## config.mk

```make
export PLATFORM = sky130hd
export DESIGN_NAME = load_store_unit
export DESIGN_NICKNAME = d
export VERILOG_FILES = /design/src/rtl/load_store_unit.sv
export SDC_FILE = /design/constraint.sdc
export NUM_CORES = 1
export LEC_CHECK = 0
export ABC_AREA = 1
export CAP_MARGIN = 20
export CORE_UTILIZATION = 54
export DETAILED_ROUTE_END_ITERATION = 6
export HOLD_SLACK_MARGIN = 0.12
export PLACE_DENSITY = 0.87
export SYNTH_ARGS = -nofsm -noshare
export SYNTH_HDL_FRONTEND = slang
export SYNTH_SLANG_ARGS = --single-unit
```

## constraint.sdc

```tcl
create_clock -name clk -period 3.7 [get_ports clk]
set_input_delay 0.74 -clock clk [delete_from_list [all_inputs] [get_ports clk]]
set_output_delay 0.74 -clock clk [all_outputs]
set_load 0.01 [all_outputs]
```

## src/rtl/load_store_unit.sv

```systemverilog
// Byte-serial load/store initiator: one byte/halfword/word request is split into
// little-endian single-byte memory cycles and answered with one response pulse.
module load_store_unit #(
  parameter int ADDR_W = 32
) (
  input  logic              clk,
  input  logic              rst_n,
  input  logic              req_valid,
  output logic              req_ready,
  input  logic              req_write,
  input  logic [1:0]        req_size,
  input  logic              req_signed,
  input  logic [ADDR_W-1:0] req_addr,
  input  logic [31:0]       req_wdata,
  output logic              resp_valid,
  output logic [31:0]       resp_rdata,
  output logic              resp_err,
  output logic [ADDR_W-1:0] mem_addr,
  output logic              mem_write_en,
  output logic [7:0]        mem_write_data,
  input  logic [7:0]        mem_read_data
);

  typedef enum logic [1:0] {IDLE, ACCESS, RESP} state_t;

  state_t            state, state_next;
  logic              write_q, signed_q, err_q;
  logic [1:0]        size_q, k, last_k;
  logic [ADDR_W-1:0] addr_q;
  logic [31:0]       wdata_q, rbuf, load_ext;
  logic              accept, misaligned;

  assign accept = req_valid && (state == IDLE);

  always_comb begin
    misaligned = 1'b0;
    case (req_size)
      2'b00:   misaligned = 1'b0;
      2'b01:   misaligned = req_addr[0];
      2'b10:   misaligned = |req_addr[1:0];
      default: misaligned = 1'b1;
    endcase
  end

  always_comb begin
    last_k = 2'd3;
    case (size_q)
      2'b00:   last_k = 2'd0;
      2'b01:   last_k = 2'd1;
      default: last_k = 2'd3;
    endcase
  end

  always_ff @(posedge clk or negedge rst_n) begin
    if (!rst_n) state <= IDLE;
    else        state <= state_next;
  end

  always_comb begin
    state_next = state;
    case (state)
      IDLE:    if (accept) state_next = misaligned ? RESP : ACCESS;
      ACCESS:  if (k == last_k) state_next = RESP;
      RESP:    state_next = IDLE;
      default: state_next = IDLE;
    endcase
  end

  // Request fields are latched only on accept, so req_* may change freely mid-access.
  always_ff @(posedge clk or negedge rst_n) begin
    if (!rst_n) begin
      write_q  <= 1'b0;
      signed_q <= 1'b0;
      err_q    <= 1'b0;
      size_q   <= 2'b00;
      addr_q   <= '0;
      wdata_q  <= '0;
      k        <= 2'd0;
      rbuf     <= '0;
    end else if (accept) begin
      write_q  <= req_write;
      signed_q <= req_signed;
      err_q    <= misaligned;
      size_q   <= req_size;
      addr_q   <= req_addr;
      wdata_q  <= req_wdata;
      k        <= 2'd0;
      rbuf     <= '0;
    end else if (state == ACCESS) begin
      if (!write_q) rbuf[{k, 3'b000} +: 8] <= mem_read_data;
      k <= k + 2'd1;
    end
  end

  always_comb begin
    load_ext = rbuf;
    case (size_q)
      2'b00:   load_ext = {{24{signed_q & rbuf[7]}}, rbuf[7:0]};
      2'b01:   load_ext = {{16{signed_q & rbuf[15]}}, rbuf[15:0]};
      default: load_ext = rbuf;
    endcase
  end

  // Outputs decode the state register directly so reset clears them asynchronously.
  always_comb begin
    req_ready      = (state == IDLE);
    mem_addr       = '0;
    mem_write_en   = 1'b0;
    mem_write_data = 8'h00;
    resp_valid     = 1'b0;
    resp_err       = 1'b0;
    resp_rdata     = 32'h0;
    case (state)
      ACCESS: begin
        mem_addr     = addr_q + ADDR_W'(k);
        mem_write_en = write_q;
        if (write_q) mem_write_data = wdata_q[{k, 3'b000} +: 8];
      end
      RESP: begin
        resp_valid = 1'b1;
        resp_err   = err_q;
        if (!write_q && !err_q) resp_rdata = load_ext;
      end
      default: ;
    endcase
  end

endmodule

```

Word level (Yosys, flattened, before mapping)
Cells that the tools add are included.
{"block": "totals", "word_cells": 58, "register_bits": 105, "out_inout_bits": 76}
{"block": "op_classes", "n_reduce_logical": 11, "n_shift": 3, "bitwise": 2, "add_sub_neg": 3, "n_mux": 21, "eq_ne": 9}
{"op": "$mux 32", "count": 6}
{"op": "$pmux 32 s2", "count": 1}
{"op": "$add 32x2->32", "count": 1}
{"op": "$bwmux 32", "count": 1}
{"op": "$shift 8x7->32 const A", "count": 1}
{"op": "$shiftx 32x6->8", "count": 1}
{"op": "$shiftx 8x7->32", "count": 1}
{"op": "$mux 8", "count": 2}
{"op": "$mux 2", "count": 5}
{"op": "$pmux 2 s2", "count": 2}
{"op": "$neg 5->7", "count": 1}
{"op": "$eq 2x1->1 const B", "count": 3}
{"op": "$logic_not 2->1", "count": 3}
{"op": "$eq 2x2->1 const B", "count": 2}
{"op": "$ne 2x1->1 const B", "count": 2}
{"op": "$reduce_and 2->1", "count": 2}
{"op": "$mux 1", "count": 3}
{"op": "$pmux 1 s3", "count": 1}
{"op": "$add 2x1->2 const B", "count": 1}
{"op": "$and 1x1->1", "count": 2}
{"op": "$eq 2x2->1", "count": 1}
{"op": "$logic_and 1x1->1", "count": 2}
{"op": "$logic_not 1->1", "count": 2}
{"op": "$ne 2x2->1 const B", "count": 1}
{"op": "other kinds (2)", "count": 2}

Depth between registers and ports, before layout
{"block": "depth", "ltp_word": 6, "mapped_depth": 10, "depth_no_buf": 10}

Least setup slack after synthesis
OpenSTA, ideal clock, no wires.
{"block": "synth_timing", "path_kind": "reg2out", "startpoint": "reg k[0]", "endpoint": "out mem_addr[24]", "path_slack_ns": 1.288, "n_path_buf": 0, "stages_incl_launch_ff": 10, "arrival_time_ns": 1.672, "cell_sequence": "dfrtp_1 -> ha_1 -> fa_1 -> nand2_2 -> nor2_4 -> nand2_2 -> inv_1 -> nand3_1 -> nand2_1 -> nor2_1"}
{"block": "synth_via", "elab_chain_cells": 2}
{"element": "start: declaration", "line_no": "28", "text": "logic [1:0] size_q, k, last_k;"}
{"element": "start signal: assignment", "line_no": "91", "text": "k <= k + 2'd1;"}
{"element": "$add 32x2->32", "line_no": "115", "text": "mem_addr = addr_q + ADDR_W'(k);"}
{"element": "$mux 32", "line_no": "113", "text": "case (state)"}
{"element": "end: declaration", "line_no": "18", "text": "output logic [ADDR_W-1:0] mem_addr,"}
No other way between the ends.

Worst setup path in the final report
Same ends and word-level chain as after synthesis.

==> flow_summary_export.csv <==
group,metric,value,unit
drt,vias_per_cell,5.18,
die,ios,155,
yosys,yosysSeqAreaShare,43.1,%
cts,htreeDepth,3,
timing,fin_crit_sh,90.4,%
yosys,synthArstFlopShare,100,%
drt,dr_total_vias,5977,
die,fp.dieH,108,um
cts,holdBufCountCts,0,
cells_and_area,nNetsFinal,1095,
yosys,synth.most_common_cell,"nand2_1",
yosys,yosysTopAreaCell,"dfrtp_1",
cts,clock_latency,360,ps
yosys,synth-seq-cells,105,
timing,hold_viol_final,0,
cts,cts_sinks,105,
cts,cts_setup_buffers,0,
pwr,vdd_drop_max,0.404,mV
global_routing,grt_pass1_wl,26600,um
placement,gp_congestion,0.940,
timing,finalSetupViolations,0,
global_routing,track_usage,29.3,%
timing,final.min_clock_period,3340,ps
drt,avgRoutedWirePerCell,14.1,um
drt,drc_errors,0,
global_routing,antenna_found_initial,0,
cts,clkTransAtPathRegs,90,ps
yosys,yosys_warnings,0,
drt,wirelength,16200,um
global_routing,grt_max_degree,106,
placement,place.detailed.hpwl,11800,um
cts,clockBufferDepth,2,
placement,pre_cts_ws,727,ps
yosys,synth_cells,871,
yosys,avgSynthCellArea,7.01,um^2
cts,cts-buffers-inserted,9,
cts,cts.repair.resized,0,
setup_path,cp-end-kind,"primary output",
setup_path,critPathKind,"register to primary output",
timing,clock_skew,15.7,ps
cts,clockRootBuffer,"clkbuf_16",
cells_and_area,syn_to_final_growth,31.0,%
drt,dr.pass1.iters,5,
die,die_area,11700,um^2
yosys,synthFlopType,"dfrtp_1",
die,fp.dieW,108,um
timing,tns,0,ps
cells_and_area,nFillCells,886,
setup_path,cp-start-kind,"register",
timing,drv_slew,0,
yosys,synth_top_area_share,43.1,%
setup_path,r2r_cells,8,
global_routing,overflow,0,
setup_path,critPathArrivalTime,2600,ps
setup_path,worst-path-max-fanout,5,
global_routing,grt_pass1_vias,5565,
yosys,synth_edf_count,0,
timing,rsz0062_at_grt,"no",
cells_and_area,n_antenna_cell,0,
die,coreArea,10900,um^2
cells_and_area,drive_gt1_share,7.10,%
timing,relSlewSlack,56.8,%
cts,cts_tree,"done",
setup_path,crit_required,2960,ps
drt,ant_nets,0,
hold_path,hold_path_class,"input port to asynchronous set/reset pin",
timing,setup_ws,357,ps
outcome,status,"complete, no violations",
yosys,syn-num-nets,957,
timing,tightest_slew,648,ps
pwr,p_leak,3.66,nW
placement,io_buffer_count,154,
yosys,syn-cell-area,6100,um^2
die,start_util,55.8,%
run,drv_cap,0,
yosys,synth_cell_type_count,36,
yosys,netlist_top_cells_count,"nand2_1 (315), nor2_1 (138), dfrtp_1 (105)",
timing,fmax,299,MHz
drt,drtIter0Drc,515,
die,num_rows,38,
pwr,power_density,684,nW/um^2
yosys,netlist_top_cells_area,"dfrtp_1 (43%), nand2_1 (19%), nor2_1 (8.5%)",
==> layer usage <==
metal / vias to the layer above / track usage [%] / wire (um)
met5: - / 0 / 0
met4: 0 / 10.7 / 481
met3: 41 / 4.28 / 1060
met2: 221 / 45.7 / 7340
met1: 2709 / 41.7 / 7340
li1: 3006 / - / -
==> state kept, by name, indices dropped and copies added, names as in the netlist, 2 cells and up <==
name,cells
rbuf,32
addr_q,32
size_q,2
state,2
wdata_q,32
k,2
==> kinds of logic after synthesis <==
kind of cell / synth area share [%]
compound gates: 11.8
flops: 43.1
xor+xnor: 0.718
fa+ha+maj: 1.56
simple gates: 34.6
buf+inv: 8.32
==> cell type report <==
cell class,count,area (um^2),share of cell area [%]
multi-input combinational,654,2970,37.1
clock buffer,9,225,2.82
timing repair buffer,161,1600,20.1
clock inverter,7,97.6,1.22
tap,140,175,2.19
inverter,78,298,3.73
sequential,105,2630,32.9
==> per-stage QoR <==
stage / total power [mW] / area (um^2) / utilization, % / hold WS (ps) / std cells
after floorplan: 3.61 / 6100 / - / 444 / 871
after global placement: 4.36 / 7670 / 70.1 / 459 / 1138
after detailed placement: 4.43 / 7670 / 70.1 / 462 / 1138
after CTS: 5.46 / 7990 / 73.1 / 467 / 1154
after global routing: 5.90 / 7990 / 73.1 / 489 / 1154
final: 5.47 / 7990 / 73.1 / 436 / 1154
==> path summary, 6_finish.rpt <==
path	startpoint	slack, ps	to
min in group clk	wdata_q[29]	480	wdata_q[29]
max in group asynchronous	rst_n	2840	addr_q[20]
worst min register to register	wdata_q[29]	480	wdata_q[29]
worst min-delay path	rst_n	440	rbuf[25]
worst max-delay path	k[0]	360	mem_addr[24]
worst max register to register	k[0]	1350	rbuf[7]
==> cells in the final DEF (no fill, tap or decap), types with 2 or more instances in the layout <==
| cell | Yosys | final |
|---|---|---|
| a21oi_1 | 36 | 36 |
| and3_1 | 2 | 2 |
| buf_4 | 7 | 7 |
| clkbuf_16 | 0 | 9 |
| clkdlybuf4s50_1 | 0 | 153 |
| clkinv_1 | 3 | 3 |
| clkinv_2 | 2 | 2 |
| clkinv_8 | 0 | 2 |
| dfrtp_1 | 105 | 105 |
| ha_1 | 6 | 6 |
| inv_1 | 69 | 69 |
| inv_2 | 3 | 3 |
| inv_6 | 0 | 3 |
| nand2_1 | 315 | 315 |
| nand2_2 | 8 | 8 |
| nand3_1 | 26 | 26 |
| nand3_2 | 2 | 2 |
| nand4_1 | 9 | 9 |
| nor2_1 | 138 | 138 |
| nor2_2 | 7 | 7 |
| nor2_4 | 2 | 2 |
| nor3_1 | 11 | 11 |
| o21ai_0 | 57 | 57 |
| o21ai_1 | 3 | 3 |
| o21ai_2 | 18 | 18 |
| o21ai_4 | 3 | 3 |
| xnor2_1 | 3 | 3 |
| xor2_1 | 2 | 2 |
==> critical path: stages (launching register included) <==
cell             delay (ps)
dfrtp_1                 380
ha_1                    250
fa_1                    430
nand2_2                 140
nor2_4                   60
nand2_2                 140
inv_1                   110
nand3_1                  90
nand2_1                  50
nor2_1                   80
clkdlybuf4s50_1         530
==> power breakdown <==
group | internal, mW | total [mW] | switching [mW]
logic | 0.914 | 2.48 | 1.56
clock network | 0.545 | 1.02 | 0.474
registers | 1.59 | 1.97 | 0.385
Note: power is estimated with default switching activity, not from simulation.
